File: config.mk
export PLATFORM = sky130hd
export DESIGN_NAME = mem_stage_lsu
export DESIGN_NICKNAME = d
export VERILOG_FILES = /design/src/rtl/mem_stage_pkg.sv /design/src/rtl/lsu_align.sv /design/src/rtl/mem_stage_lsu.sv
export SDC_FILE = /design/constraint.sdc
export NUM_CORES = 1
export LEC_CHECK = 0
export CAP_MARGIN = 15
export CORE_ASPECT_RATIO = 0.9
export CORE_UTILIZATION = 60
export DETAILED_ROUTE_END_ITERATION = 10
export DONT_BUFFER_PORTS = 1
export PLACE_DENSITY = 0.76
export SLEW_MARGIN = 20
export SYNTH_ARGS = -nofsm -noshare
export SYNTH_HDL_FRONTEND = slang
export SYNTH_SLANG_ARGS = --single-unit
File: constraint.sdc
create_clock -name clk -period 10.75 [get_ports clk]
set_input_delay 1.075 -clock clk [delete_from_list [all_inputs] [get_ports clk]]
set_output_delay 1.075 -clock clk [all_outputs]
set_load 0.02 [all_outputs]
File: src/rtl/mem_stage_pkg.sv
// Shared constants and types for the MEM-stage load/store unit.
package mem_stage_pkg;

  localparam logic [2:0] F3_B  = 3'b000;
  localparam logic [2:0] F3_H  = 3'b001;
  localparam logic [2:0] F3_W  = 3'b010;
  localparam logic [2:0] F3_BU = 3'b100;
  localparam logic [2:0] F3_HU = 3'b101;

  localparam int unsigned TIMEOUT_W = 8;

  typedef enum logic [1:0] {
    StIdle = 2'd0,
    StReq  = 2'd1,
    StWait = 2'd2,
    StDone = 2'd3
  } lsu_state_t;

endpackage

File: src/rtl/lsu_align.sv
// Byte-enable generation, store-lane replication and load extraction/extension.
module lsu_align
  import mem_stage_pkg::*;
(
  input  logic [2:0]  i_funct3,
  input  logic [1:0]  i_addr_lo,
  input  logic [31:0] i_wdata,
  input  logic [31:0] i_rdata,
  output logic [3:0]  o_be,
  output logic [31:0] o_wdata,
  output logic [31:0] o_rdata,
  output logic        o_aligned
);

  logic [7:0]  w_byte;
  logic [15:0] w_half;

  assign w_byte = i_rdata[{i_addr_lo, 3'b000} +: 8];
  assign w_half = i_addr_lo[1] ? i_rdata[31:16] : i_rdata[15:0];

  always_comb begin
    o_be      = 4'b0000;
    o_wdata   = i_wdata;
    o_rdata   = i_rdata;
    o_aligned = 1'b0;
    unique case (i_funct3)
      F3_B, F3_BU: begin
        o_be      = 4'b0001 << i_addr_lo;
        o_wdata   = {4{i_wdata[7:0]}};
        o_rdata   = (i_funct3 == F3_B) ? {{24{w_byte[7]}}, w_byte} : {24'h0, w_byte};
        o_aligned = 1'b1;
      end
      F3_H, F3_HU: begin
        o_be      = 4'b0011 << i_addr_lo;
        o_wdata   = {2{i_wdata[15:0]}};
        o_rdata   = (i_funct3 == F3_H) ? {{16{w_half[15]}}, w_half} : {16'h0, w_half};
        o_aligned = ~i_addr_lo[0];
      end
      F3_W: begin
        o_be      = 4'b1111;
        o_aligned = (i_addr_lo == 2'b00);
      end
      // Reserved encodings stay unaligned so they raise misalign instead of reaching the bus.
      default: ;
    endcase
  end

endmodule

File: src/rtl/mem_stage_lsu.sv
// MEM-stage load/store unit: one req/gnt/rvalid transaction per memory instruction,
// with pipeline stall, misalign detection and response timeout.
module mem_stage_lsu
  import mem_stage_pkg::*;
#(
  parameter int unsigned TIMEOUT_CYC = 64
) (
  input  logic        clk,
  input  logic        rst,
  input  logic        mem_read_m,
  input  logic        mem_write_m,
  input  logic [2:0]  funct3_m,
  input  logic [31:0] alu_result_m,
  input  logic [31:0] write_data_m,
  input  logic        flush_m,
  output logic        dmem_req,
  output logic        dmem_we,
  output logic [31:0] dmem_addr,
  output logic [3:0]  dmem_be,
  output logic [31:0] dmem_wdata,
  input  logic        dmem_gnt,
  input  logic        dmem_rvalid,
  input  logic [31:0] dmem_rdata,
  input  logic        dmem_err,
  output logic [31:0] read_data_m,
  output logic        stall_o,
  output logic        misalign_o,
  output logic        bus_err_o
);

  lsu_state_t           r_state;
  logic [29:0]          r_addr;
  logic [1:0]           r_addr_lo;
  logic [2:0]           r_funct3;
  logic                 r_we;
  logic [3:0]           r_be;
  logic [31:0]          r_wdata;
  logic [31:0]          r_read_data;
  logic [TIMEOUT_W-1:0] r_cnt;
  logic                 r_misalign;
  logic                 r_bus_err;

  logic        w_access;
  logic        w_idle;
  logic [2:0]  w_funct3;
  logic [1:0]  w_addr_lo;
  logic [3:0]  w_be;
  logic [31:0] w_wdata;
  logic [31:0] w_rdata;
  logic        w_aligned;
  logic        w_timeout;

  assign w_access = (mem_read_m | mem_write_m) & ~flush_m;
  assign w_idle   = (r_state == StIdle);

  // The single aligner sees the live access in IDLE and the captured access afterwards.
  assign w_funct3  = w_idle ? funct3_m : r_funct3;
  assign w_addr_lo = w_idle ? alu_result_m[1:0] : r_addr_lo;

  lsu_align u_align (
    .i_funct3  (w_funct3),
    .i_addr_lo (w_addr_lo),
    .i_wdata   (write_data_m),
    .i_rdata   (dmem_rdata),
    .o_be      (w_be),
    .o_wdata   (w_wdata),
    .o_rdata   (w_rdata),
    .o_aligned (w_aligned)
  );

  assign w_timeout = (r_cnt == TIMEOUT_W'(TIMEOUT_CYC - 1));

  always_ff @(posedge clk or posedge rst) begin
    if (rst) begin
      r_state     <= StIdle;
      r_addr      <= '0;
      r_addr_lo   <= '0;
      r_funct3    <= '0;
      r_we        <= 1'b0;
      r_be        <= '0;
      r_wdata     <= '0;
      r_read_data <= '0;
      r_cnt       <= '0;
      r_misalign  <= 1'b0;
      r_bus_err   <= 1'b0;
    end else begin
      r_misalign <= 1'b0;
      r_bus_err  <= 1'b0;
      unique case (r_state)
        StIdle: begin
          if (w_access && w_aligned) begin
            r_state   <= StReq;
            r_addr    <= alu_result_m[31:2];
            r_addr_lo <= alu_result_m[1:0];
            r_funct3  <= funct3_m;
            r_we      <= mem_write_m;
            r_be      <= w_be;
            r_wdata   <= w_wdata;
            r_cnt     <= '0;
          end else if (w_access) begin
            r_misalign <= 1'b1;
          end
        end
        StReq: begin
          r_cnt <= r_cnt + 1'b1;
          if (w_timeout) begin
            r_state   <= StDone;
            r_bus_err <= 1'b1;
            if (!r_we) r_read_data <= '0;
          end else if (dmem_gnt) begin
            r_state <= StWait;
          end
        end
        StWait: begin
          r_cnt <= r_cnt + 1'b1;
          if (dmem_rvalid) begin
            r_state   <= StDone;
            r_bus_err <= dmem_err;
            if (!r_we) r_read_data <= dmem_err ? 32'h0 : w_rdata;
          end else if (w_timeout) begin
            r_state   <= StDone;
            r_bus_err <= 1'b1;
            if (!r_we) r_read_data <= '0;
          end
        end
        StDone: r_state <= StIdle;
        default: r_state <= StIdle;
      endcase
    end
  end

  assign dmem_req    = (r_state == StReq);
  assign dmem_we     = r_we;
  assign dmem_addr   = {r_addr, 2'b00};
  assign dmem_be     = r_be;
  assign dmem_wdata  = r_wdata;
  assign read_data_m = r_read_data;
  assign misalign_o  = r_misalign;
  assign bus_err_o   = r_bus_err;
  assign stall_o     = (w_idle & w_access & w_aligned) | (r_state == StReq) |
                       (r_state == StWait);

endmodule

==> impl_metrics.xml, run 1 <==
<?xml version="1.0" encoding="UTF-8"?>
<metrics>
  <group name="status">
    <metric name="outcome" unit="">finished, final reports clean</metric>
  </group>
  <group name="yosys">
    <metric name="postSynth.topFlopCell" unit="">dfrtp_1</metric>
    <metric name="synth.largest_area_cell" unit="">dfrtp_1</metric>
    <metric name="post_synth_inst_count" unit="">657</metric>
    <metric name="synthMostInstantiatedCell" unit="">nand2_1</metric>
    <metric name="synth_cell_types" unit="">47</metric>
    <metric name="synthTopCellsByArea" unit="">dfrtp_1 (51%), nand2_1 (16%), mux2i_1 (5.2%), o21ai_0 (4.0%), a21oi_1 (2.4%)</metric>
    <metric name="syn_area" unit="µm²">5740</metric>
    <metric name="synthDominantCellAreaShare" unit="%">50.6</metric>
    <metric name="post_synth_edffs" unit="">0</metric>
    <metric name="ys_async_sr_fraction" unit="%">100</metric>
    <metric name="ys_warn_count" unit="">0</metric>
    <metric name="yosys_register_bits" unit="">116</metric>
    <metric name="synth_seq_area_share" unit="%">50.6</metric>
    <metric name="ys_top_cells_by_count" unit="">nand2_1 (242), dfrtp_1 (116), o21ai_0 (46)</metric>
    <metric name="postSynthAreaPerCell" unit="µm²">8.74</metric>
  </group>
  <group name="detailed_routing">
    <metric name="ant_nets" unit="">0</metric>
    <metric name="detail_route.drc_violations" unit="">0</metric>
    <metric name="via_per_inst" unit="">6.14</metric>
    <metric name="drt_wl_total" unit="µm">15100</metric>
    <metric name="detailedRoute.firstPassIterationCount" unit="">5</metric>
    <metric name="via_total_after_detailed_routing" unit="">4776</metric>
    <metric name="wire_per_inst" unit="µm">19.4</metric>
    <metric name="drtIter0Drc" unit="">348</metric>
  </group>
  <group name="layout">
    <metric name="n_antenna_cell" unit="">0</metric>
    <metric name="area.growth.synth_to_final" unit="%">11.9</metric>
    <metric name="drive_gt1_share" unit="%">10.1</metric>
    <metric name="final_layout_net_count" unit="">754</metric>
  </group>
  <group name="clock_tree">
    <metric name="cts_root_buf" unit="">clkbuf_8</metric>
    <metric name="clkSinkCount" unit="">116</metric>
    <metric name="cts_hold_buf" unit="">0</metric>
    <metric name="cts_inserted_buffers" unit="">17</metric>
    <metric name="cts_setup_buffers" unit="">0</metric>
    <metric name="clkTransAtPathRegs" unit="ps">60</metric>
    <metric name="resized_cells_post_cts" unit="">0</metric>
    <metric name="cts_tree" unit="">built</metric>
    <metric name="cts.path.max_buffers" unit="">2</metric>
    <metric name="worst_skew_pair_later_pin_latency" unit="ps">520</metric>
    <metric name="h-tree-depth" unit="">4</metric>
  </group>
  <group name="floorplanning">
    <metric name="die_area" unit="µm²">9960</metric>
    <metric name="core_area" unit="µm²">9210</metric>
    <metric name="die_h" unit="µm">94.8</metric>
    <metric name="row_count" unit="">33</metric>
    <metric name="die_w" unit="µm">105</metric>
    <metric name="ioPinCount" unit="">212</metric>
    <metric name="starting_density" unit="%">62.3</metric>
  </group>
  <group name="power_and_ir_drop">
    <metric name="power.total" unit="mW">2.44</metric>
    <metric name="power_density" unit="nW/µm²">380</metric>
    <metric name="peakVddDrop" unit="µV">191</metric>
    <metric name="power.leakage" unit="nW">3.13</metric>
  </group>
  <group name="placed_design">
    <metric name="buffer_ports.inserted" unit="">0</metric>
    <metric name="place_worst_setup_slack" unit="ps">7010</metric>
    <metric name="detailed_place_hpwl" unit="µm">10100</metric>
    <metric name="finalWeightedCongestion" unit="">0.894</metric>
  </group>
  <group name="worst_setup_path">
    <metric name="r2r_slack" unit="ps">7180</metric>
    <metric name="critical_path_data_required_time" unit="ps">9680</metric>
    <metric name="r2r_end" unit="">read_data_m[29]$_DFFE_PP0P_</metric>
    <metric name="critPathCapture" unit="">stall_o</metric>
    <metric name="path_max_fanout" unit="">25</metric>
    <metric name="reg2regPathDepth" unit="">7</metric>
    <metric name="endpoint_kind" unit="">output port</metric>
    <metric name="rr_startpoint" unit="">r_state[1]$_DFFE_PP0P_</metric>
    <metric name="cp-startpoint" unit="">r_state[1]$_DFFE_PP0P_</metric>
    <metric name="critical_setup_path_class" unit="">register to output port</metric>
    <metric name="cp_data_arrival_time" unit="ps">2910</metric>
    <metric name="setup.worst_path.start_class" unit="">register</metric>
  </group>
  <group name="sta">
    <metric name="whs" unit="ps">444</metric>
    <metric name="relSlewSlack" unit="%">29.4</metric>
    <metric name="setup_slack" unit="ps">6760</metric>
    <metric name="report.final.hold_viol_count" unit="">0</metric>
    <metric name="totalNegativeSetupSlack" unit="ps">0</metric>
    <metric name="final_max_slew_viols" unit="">0</metric>
    <metric name="tightest_slew" unit="ps">1060</metric>
    <metric name="period_needed" unit="ps">3990</metric>
    <metric name="grt_setup_unrepaired" unit="">no</metric>
    <metric name="achievable-frequency" unit="MHz">251</metric>
    <metric name="final-setup-viol-count" unit="">0</metric>
    <metric name="final.period_utilization" unit="%">37.1</metric>
    <metric name="clock_skew" unit="ps">7.42</metric>
  </group>
  <group name="global_route">
    <metric name="overflow" unit="">0</metric>
    <metric name="grt_start_max_net_pins" unit="">94</metric>
    <metric name="grt.total_usage" unit="%">30.0</metric>
    <metric name="first_global_vias" unit="">4463</metric>
    <metric name="antenna_violations_before_repair" unit="">0</metric>
    <metric name="grt_first_pass_wirelength" unit="µm">22800</metric>
  </group>
  <group name="worst_hold_path">
    <metric name="worst_min_delay_path_class" unit="">input pin to async pin</metric>
  </group>
  <group name="run">
    <metric name="max_cap_violations" unit="">0</metric>
  </group>
</metrics>
==> power by group <==
group	switching, mW	leakage [nW]	internal (mW)
registers	0.365	1.48	0.631
logic	0.534	1.34	0.305
clock network	0.216	0.304	0.386
==> worst max-delay path, stage by stage (launching register included) <==
cell and delay [ps]:
dfrtp_1 390, inv_1 100, ha_1 840, nor3b_1 380, o22ai_1 230, a21o_2 240
nand2b_1 190
==> area by class of cell <==
| class | instances | area, µm² |
|---|---|---|
| sequential | 116 | 2900 |
| fill | 699 | 2790 |
| multi-input combinational | 493 | 2630 |
| clock buffer | 18 | 428 |
| clock inverter | 14 | 200 |
| tap | 122 | 153 |
| timing repair buffer | 7 | 72.6 |
| inverter | 8 | 32.5 |
==> routing by layer <==
metal / vias to the layer above / routed length (µm) / track usage, %
li1: 2200 / - / -
met1: 2291 / 5960 / 36.2
met2: 257 / 7170 / 48.5
met3: 28 / 1660 / 11.8
met4: 0 / 276 / 12.7
met5: - / 0 / 0
==> sequential cells by signal, summed over array words and instances, names as in the netlist, 2 cells and up <==
name,flops
dmem_wdata,32
read_data_m,32
r_addr,30
r_cnt,8
dmem_be,4
r_funct3,3
r_addr_lo,2
r_state,2
==> how the worst min path moves through the flow <==
| stage | endpoint |
|---|---|
| 2_1_floorplan | r_funct3[2]$_DFFE_PP0P_ |
| 3_3_place_gp | r_funct3[2]$_DFFE_PP0P_ |
| 3_5_place_dp | r_funct3[2]$_DFFE_PP0P_ |
| 4_1_cts | dmem_wdata[17]$_DFFE_PP0P_ |
| 5_1_grt | dmem_wdata[17]$_DFFE_PP0P_ |
| 6_report | dmem_wdata[17]$_DFFE_PP0P_ |
==> cells by family (layout without fill, tap and decap cells) <==
kind of cell,count (synthesis),count (layout),share of synthesized area [%]
other,1,2,0.0653
AOI/OAI and AO/OA,143,143,16.3
muxes,34,34,6.21
adders and majority gates,4,4,0.872
DFF,116,116,50.6
and+or+nand+nor,310,310,21.9
buffers and inverters,49,47,4.08
==> stage by stage <==
stage          std cells  cell area (µm²)  utilization (%)
6_report             778             6420             69.7
5_1_grt              778             6420             69.7
4_1_cts              777             6390             69.4
3_5_place_dp         745             5760             62.6
3_3_place_gp         745             5760             62.6
2_1_floorplan        658             5740                -
==> placed cells by master, fill, tap and decap left out, types with 3 or more instances in the layout <==
cell type	n
a21o_1	5
a21oi_1	27
a221oi_1	3
a22oi_1	5
a31oi_1	15
and2_1	3
and3_1	4
buf_4	6
bufinv_16	4
clkbuf_16	16
dfrtp_1	116
ha_1	4
inv_1	7
inv_6	3
mux2_2	3
mux2i_1	28
nand2_1	242
nand3_1	8
nor2_1	32
nor3_1	5
nor3b_1	3
o21ai_0	46
o21ai_2	11
o221ai_1	13
o31ai_1	4
(Power assumes the default switching activity.)
==> run 2: changes to the inputs <==
- CORE_UTILIZATION: 60 -> 57
- PLACE_DENSITY: 0.76 -> 0.75
- clock period: 10.75 -> 3.5 ns (I/O delays scaled with it)
==> run 2 against run 1 <==
  * Die area up 5.2%
  * Combinational power rose to 3.2 times the previous value
  * Sequential power increased to 3.1 times the previous value
  * Critical path type unchanged
  * Register-to-register slack got worse by 6700 ps
  * Largest power group unchanged
  * Sequential share of layout area shrank 3.7 points
  * Global-route usage rose by 1.2 points
  * Worst setup slack lost 6500 ps
==> impl_metrics.xml, run 2 (synthesis gave the netlist of run 1 again) <==
<?xml version="1.0" encoding="UTF-8"?>
<metrics>
  <group name="status">
    <metric name="outcome" unit="">finished, final reports clean</metric>
  </group>
  <group name="power_and_ir_drop">
    <metric name="power.net_switching" unit="mW">3.46</metric>
    <metric name="p_sw_share" unit="%">47.5</metric>
    <metric name="share_seq_of_total_power" unit="%">42.1</metric>
    <metric name="share_clk_of_total_power" unit="%">21.5</metric>
    <metric name="internal_power" unit="mW">3.82</metric>
    <metric name="power.total" unit="mW">7.28</metric>
    <metric name="power_frac_comb" unit="%">36.4</metric>
    <metric name="power_density" unit="nW/µm²">1040</metric>
    <metric name="peakVddDrop" unit="µV">512</metric>
    <metric name="power.leakage" unit="nW">3.35</metric>
  </group>
  <group name="sta">
    <metric name="clock_skew" unit="ps">10.7</metric>
    <metric name="final_max_slew_viols" unit="">0</metric>
    <metric name="totalNegativeSetupSlack" unit="ps">0</metric>
    <metric name="relSlewSlack" unit="%">35.2</metric>
    <metric name="report.final.hold_viol_count" unit="">0</metric>
    <metric name="tightest_slew" unit="ps">971</metric>
    <metric name="achievable-frequency" unit="MHz">311</metric>
    <metric name="final-setup-viol-count" unit="">0</metric>
    <metric name="grt_setup_unrepaired" unit="">no</metric>
    <metric name="whs" unit="ps">12.5</metric>
    <metric name="period_needed" unit="ps">3220</metric>
    <metric name="final.period_utilization" unit="%">91.9</metric>
  </group>
  <group name="layout">
    <metric name="fin_cells" unit="">849</metric>
    <metric name="postLayoutCoreUtil" unit="%">71.8</metric>
    <metric name="drive_gt1_share" unit="%">9.70</metric>
    <metric name="layout_common_cells" unit="">nand2_1 (242), dfrtp_1 (116), dlygate4sd3_1 (61)</metric>
    <metric name="final_common_cell" unit="">nand2_1</metric>
    <metric name="area.growth.synth_to_final" unit="%">21.8</metric>
    <metric name="final_layout_net_count" unit="">820</metric>
  </group>
  <group name="placed_design">
    <metric name="buffer_ports.inserted" unit="">0</metric>
    <metric name="finalWeightedCongestion" unit="">0.887</metric>
    <metric name="detailed_place_hpwl" unit="µm">10200</metric>
    <metric name="dp.cells" unit="">755</metric>
  </group>
  <group name="worst_setup_path">
    <metric name="setup.worst_path.start_class" unit="">register</metric>
    <metric name="critical_setup_path_class" unit="">register to output port</metric>
    <metric name="critical-path-top-delay-family" unit="">compound AO/OA/AOI/OAI gates</metric>
    <metric name="critical_path_data_required_time" unit="ps">3150</metric>
    <metric name="rr_startpoint" unit="">r_state[1]$_DFFE_PP0P_</metric>
    <metric name="reg2regPathDepth" unit="">8</metric>
    <metric name="slowest_stage" unit="">ha_1</metric>
    <metric name="cp_data_arrival_time" unit="ps">2870</metric>
    <metric name="r2r_slack" unit="ps">520</metric>
    <metric name="critical-path-max-stage-delay" unit="ps">650</metric>
    <metric name="worstPathCellList" unit="">inv_1 -&gt; ha_1 -&gt; nor3_1 -&gt; o22ai_1 -&gt; a21o_4 -&gt; nand2b_1</metric>
    <metric name="cp.buffers_inverters" unit="">1</metric>
    <metric name="r2r_end" unit="">read_data_m[27]$_DFFE_PP0P_</metric>
    <metric name="endpoint_kind" unit="">output port</metric>
    <metric name="path_max_fanout" unit="">36</metric>
  </group>
  <group name="global_route">
    <metric name="grt_start_max_net_pins" unit="">78</metric>
    <metric name="antenna_violations_before_repair" unit="">1</metric>
    <metric name="first_global_vias" unit="">5050</metric>
    <metric name="grt_first_pass_wirelength" unit="µm">25500</metric>
    <metric name="grt.total_usage" unit="%">31.3</metric>
    <metric name="overflow" unit="">0</metric>
  </group>
  <group name="detailed_routing">
    <metric name="wire_per_inst" unit="µm">18.8</metric>
    <metric name="ant_nets" unit="">0</metric>
    <metric name="detailedRoute.firstPassIterationCount" unit="">5</metric>
    <metric name="via_total_after_detailed_routing" unit="">5096</metric>
    <metric name="drt_wl_total" unit="µm">15900</metric>
    <metric name="drtIter0Drc" unit="">432</metric>
    <metric name="via_per_inst" unit="">6.00</metric>
    <metric name="detail_route.drc_violations" unit="">0</metric>
  </group>
  <group name="worst_hold_path">
    <metric name="worst_min_delay_path_class" unit="">input pin to register</metric>
    <metric name="hold_path_end" unit="">dmem_wdata[17]$_DFFE_PP0P_</metric>
    <metric name="start_point_of_the_worst_hold_path" unit="">write_data_m[17]</metric>
    <metric name="min_path_cells" unit="">2</metric>
  </group>
  <group name="floorplanning">
    <metric name="ioPinCount" unit="">212</metric>
    <metric name="row_count" unit="">34</metric>
    <metric name="die_w" unit="µm">108</metric>
    <metric name="starting_density" unit="%">58.9</metric>
    <metric name="die_h" unit="µm">97.2</metric>
    <metric name="die_area" unit="µm²">10500</metric>
    <metric name="core_area" unit="µm²">9740</metric>
  </group>
  <group name="clock_tree">
    <metric name="worst_skew_pair_later_pin_latency" unit="ps">510</metric>
    <metric name="cts_root_buf" unit="">clkbuf_8</metric>
    <metric name="clkTransAtPathRegs" unit="ps">60</metric>
    <metric name="cts_tree" unit="">built</metric>
    <metric name="clkSinkCount" unit="">116</metric>
    <metric name="cts_inserted_buffers" unit="">17</metric>
    <metric name="cts.path.max_buffers" unit="">2</metric>
    <metric name="h-tree-depth" unit="">4</metric>
  </group>
  <group name="run">
    <metric name="max_cap_violations" unit="">0</metric>
  </group>
</metrics>
-- run 2: worst max path at each step --
stage | start | end | slack (ps) | cells after the start
4_1_cts | r_state[1]$_DFFE_PP0P_ | stall_o | 50 | 6
2_1_floorplan | rst | bus_err_o$_DFF_PP0_ | 80 | 1
6_report | r_state[1]$_DFFE_PP0P_ | stall_o | 280 | 6
5_1_grt | r_state[0]$_DFFE_PP0P_ | stall_o | 80 | 6
3_5_place_dp | r_state[1]$_DFFE_PP0P_ | stall_o | 610 | 6
3_3_place_gp | r_state[0]$_DFFE_PP0P_ | read_data_m[29]$_DFFE_PP0P_ | 730 | 8
-- run 2: power by group through the flow --
stage / combinational (mW) / clock, mW / sequential (mW)
floorplan: 2.05 / 0 / 2.91
global placement: 2.42 / 0 / 3.05
detailed placement: 2.54 / 0 / 3.07
CTS: 2.61 / 1.58 / 3.06
global route: 2.97 / 1.65 / 3.14
finish: 2.65 / 1.57 / 3.07
-- run 2: area by class of cell --
type	instances	area [µm²]
clock buffers	17	414
flip-flops and latches	116	2900
fillers	727	2750
multi-input cells	493	2630
well taps	126	158
clock inverters	15	124
inverters	8	32.5
repair buffers	73	726
diodes	1	2.50
-- run 2: metal layers --
metal,up-vias,track usage (%),share of wire [%]
met4,0,11.6,2.3
met2,319,49.7,47
met1,2402,39.2,40
met3,36,11.0,11
li1,2339,-,-
met5,-,0,0
-- run 2: through the flow --
stage,area (µm²),worst slack [ps]
floorplan,5740,77.6
global placement,5840,733
detailed placement,5840,615
CTS,6970,54.0
global route,6990,80.1
finish,6990,283
-- run 2: timing repair --
| item | 4_1_cts | 5_1_grt |
|---|---|---|
| gates resized for setup | 0 | 1 |
| hold buffers | 60 | 1 |
| buffers inserted | 0 | 0 |
| endpoints found under the setup margin | 0 | 1 |
| hold endpoints to repair | 134 | 1 |
==> run 3: changes to the inputs <==
==> constraint.sdc (replaced) <==
create_clock -name clk -period 3.5 [get_ports clk]
set_input_delay 0.175 -clock clk [delete_from_list [all_inputs] [get_ports clk]]
set_output_delay 0.175 -clock clk [all_outputs]
set_load 0.02 [all_outputs]
==> run 3 against run 2 <==
  * Cell count up 5.3%
  * Clock power up 4%
  * Sequential share of layout area down 2.6 points
  * Critical path depth unchanged
  * Non-clock buffer count up 46
  * Design area up 6.8%
  * Worst setup slack better by 130 ps
  * Critical endpoint unchanged
==> impl_metrics.xml, run 3 (synthesis gave the netlist of run 1 again) <==
<?xml version="1.0" encoding="UTF-8"?>
<metrics>
  <group name="status">
    <metric name="outcome" unit="">finished, final reports clean</metric>
  </group>
  <group name="global_route">
    <metric name="antenna_violations_before_repair" unit="">0</metric>
    <metric name="grt_start_max_net_pins" unit="">60</metric>
    <metric name="overflow" unit="">0</metric>
    <metric name="grt_first_pass_wirelength" unit="µm">27500</metric>
    <metric name="first_global_vias" unit="">5426</metric>
    <metric name="grt.total_usage" unit="%">33.8</metric>
  </group>
  <group name="floorplanning">
    <metric name="die_w" unit="µm">108</metric>
    <metric name="die_area" unit="µm²">10500</metric>
    <metric name="die_h" unit="µm">97.2</metric>
    <metric name="row_count" unit="">34</metric>
    <metric name="core_area" unit="µm²">9740</metric>
    <metric name="starting_density" unit="%">58.9</metric>
    <metric name="ioPinCount" unit="">212</metric>
  </group>
  <group name="worst_hold_path">
    <metric name="start_point_of_the_worst_hold_path" unit="">dmem_rdata[23]</metric>
    <metric name="worst_min_delay_path_class" unit="">input pin to register</metric>
    <metric name="hold_path_end" unit="">read_data_m[7]$_DFFE_PP0P_</metric>
    <metric name="min_path_cells" unit="">4</metric>
  </group>
  <group name="layout">
    <metric name="final_common_cell" unit="">nand2_1</metric>
    <metric name="total_area_of_multi_input_combinational_cells" unit="µm²">2630</metric>
    <metric name="fin_cells" unit="">894</metric>
    <metric name="postLayoutCoreUtil" unit="%">76.7</metric>
    <metric name="n_antenna_cell" unit="">0</metric>
    <metric name="layout_common_cells" unit="">nand2_1 (242), dfrtp_1 (116), dlygate4sd3_1 (107)</metric>
    <metric name="layout.filler_cells" unit="">640</metric>
    <metric name="final_layout_net_count" unit="">866</metric>
    <metric name="final-seq-area" unit="µm²">2900</metric>
    <metric name="area.growth.synth_to_final" unit="%">30.1</metric>
    <metric name="drive_gt1_share" unit="%">9.24</metric>
  </group>
  <group name="clock_tree">
    <metric name="cts_setup_buffers" unit="">0</metric>
    <metric name="cts_tree" unit="">built</metric>
    <metric name="cts_inserted_buffers" unit="">17</metric>
    <metric name="worst_skew_pair_later_pin_latency" unit="ps">510</metric>
    <metric name="cts_root_buf" unit="">clkbuf_8</metric>
    <metric name="clkTransAtPathRegs" unit="ps">70</metric>
    <metric name="h-tree-depth" unit="">4</metric>
    <metric name="cts.path.max_buffers" unit="">2</metric>
    <metric name="clkSinkCount" unit="">116</metric>
  </group>
  <group name="worst_setup_path">
    <metric name="r2r_end" unit="">dmem_wdata[26]$_DFFE_PP0P_</metric>
    <metric name="cp.buffers_inverters" unit="">1</metric>
    <metric name="worstPathCellList" unit="">inv_1 -&gt; ha_2 -&gt; a211oi_1 -&gt; a31oi_1 -&gt; a21o_2 -&gt; nand2b_1</metric>
    <metric name="critical-path-top-delay-family" unit="">compound AO/OA/AOI/OAI gates</metric>
    <metric name="path_max_fanout" unit="">37</metric>
    <metric name="r2r_slack" unit="ps">490</metric>
    <metric name="setup.worst_path.start_class" unit="">register</metric>
    <metric name="reg2regPathDepth" unit="">8</metric>
    <metric name="cp_data_arrival_time" unit="ps">2920</metric>
    <metric name="critical-path-max-stage-delay" unit="ps">660</metric>
    <metric name="critical_setup_path_class" unit="">register to output port</metric>
    <metric name="critical_path_data_required_time" unit="ps">3320</metric>
    <metric name="slowest_stage" unit="">a21o_2</metric>
    <metric name="rr_startpoint" unit="">r_state[0]$_DFFE_PP0P_</metric>
    <metric name="endpoint_kind" unit="">output port</metric>
  </group>
  <group name="sta">
    <metric name="tightest_slew" unit="ps">1060</metric>
    <metric name="achievable-frequency" unit="MHz">323</metric>
    <metric name="final.period_utilization" unit="%">88.3</metric>
    <metric name="clock_skew" unit="ps">17.3</metric>
    <metric name="totalNegativeSetupSlack" unit="ps">0</metric>
    <metric name="relSlewSlack" unit="%">29.5</metric>
    <metric name="report.final.hold_viol_count" unit="">0</metric>
    <metric name="final_max_slew_viols" unit="">0</metric>
    <metric name="grt_setup_unrepaired" unit="">no</metric>
    <metric name="period_needed" unit="ps">3090</metric>
    <metric name="final-setup-viol-count" unit="">0</metric>
  </group>
  <group name="placed_design">
    <metric name="detailed_place_hpwl" unit="µm">10300</metric>
    <metric name="finalWeightedCongestion" unit="">0.894</metric>
    <metric name="buffer_ports.inserted" unit="">0</metric>
    <metric name="dp.cells" unit="">755</metric>
  </group>
  <group name="detailed_routing">
    <metric name="ant_nets" unit="">0</metric>
    <metric name="via_per_inst" unit="">6.12</metric>
    <metric name="detail_route.drc_violations" unit="">0</metric>
    <metric name="drt_wl_total" unit="µm">17600</metric>
    <metric name="detailedRoute.firstPassIterationCount" unit="">8</metric>
    <metric name="wire_per_inst" unit="µm">19.7</metric>
    <metric name="via_total_after_detailed_routing" unit="">5468</metric>
    <metric name="drtIter0Drc" unit="">546</metric>
  </group>
  <group name="power_and_ir_drop">
    <metric name="peakVddDrop" unit="µV">494</metric>
    <metric name="power_density" unit="nW/µm²">1010</metric>
    <metric name="power.leakage" unit="nW">3.56</metric>
  </group>
  <group name="run">
    <metric name="max_cap_violations" unit="">0</metric>
  </group>
</metrics>
run 3: cell count changes in the layout (fill, tap and decap cells not counted), sizes merged:
cell / delta
dlygate4sd3: +46
diode: -1
bufinv: +1
clkinv: +3
inv: -1
clkinvlp: -3
run 3: how the worst max path moves through the flow:
stage | from | end | slack (ps) | depth (start not counted)
final | r_state[0]$_DFFE_PP0P_ | stall_o | 410 | 6
after global routing | r_state[1]$_DFFE_PP0P_ | stall_o | 220 | 6
after CTS | r_state[0]$_DFFE_PP0P_ | stall_o | 150 | 6
after detailed placement | r_state[1]$_DFFE_PP0P_ | read_data_m[29]$_DFFE_PP0P_ | 550 | 8
after global placement | r_state[0]$_DFFE_PP0P_ | read_data_m[29]$_DFFE_PP0P_ | 720 | 8
after floorplan | rst | bus_err_o$_DFF_PP0_ | 250 | 1
run 3: cell type report:
| type | instances | share of cell area [%] |
|---|---|---|
| repair buffers | 119 | 15.9 |
| clock inverters | 15 | 1.94 |
| multi-input cells | 493 | 35.2 |
| flip-flops and latches | 116 | 38.9 |
| inverters | 8 | 0.436 |
| clock buffers | 17 | 5.55 |
| well taps | 126 | 2.11 |
run 3: repair_timing:
action	4_1_cts	5_1_grt
endpoints found under the setup margin	0	1
hold endpoints to repair	151	0
resized for setup	0	1
hold buffers	107	0
run 3: power breakdown:
group / switching, mW / leakage (nW) / internal [mW] / total (mW)
clock network: 0.670 / 0.272 / 0.958 / 1.63
logic: 1.77 / 1.81 / 1.09 / 2.86
registers: 1.14 / 1.48 / 1.94 / 3.08
total: 3.59 / 3.56 / 3.98 / 7.57
run 3: routing by layer:
layer	part of all wire, %	wire (µm)	vias to the layer above	track usage [%]
li1	-	-	2419	-
met1	39	6860	2616	42.7
met2	48	8390	363	52.6
met3	10	1790	70	10.9
met4	3.2	572	0	15.4
met5	0	0	-	0
run 3: worst register-to-register path, stage by stage (launching register included):
cell           delay (ps)
dfrtp_1               420
inv_1                 100
ha_2                  450
buf_4                 250
mux2_2                600
a21oi_1               250
a21oi_1                60
dlygate4sd3_1         590
o21ai_0               190
run 3: metrics by stage:
step	total power [mW]	instance area, µm²	worst slack [ps]	hold slack, ps
floorplan	4.97	5740	253	280
global placement	5.48	5840	718	181
detailed placement	5.61	5840	554	189
CTS	7.44	7470	147	1.56
global route	7.98	7470	222	25.3
finish	7.57	7470	408	32.5
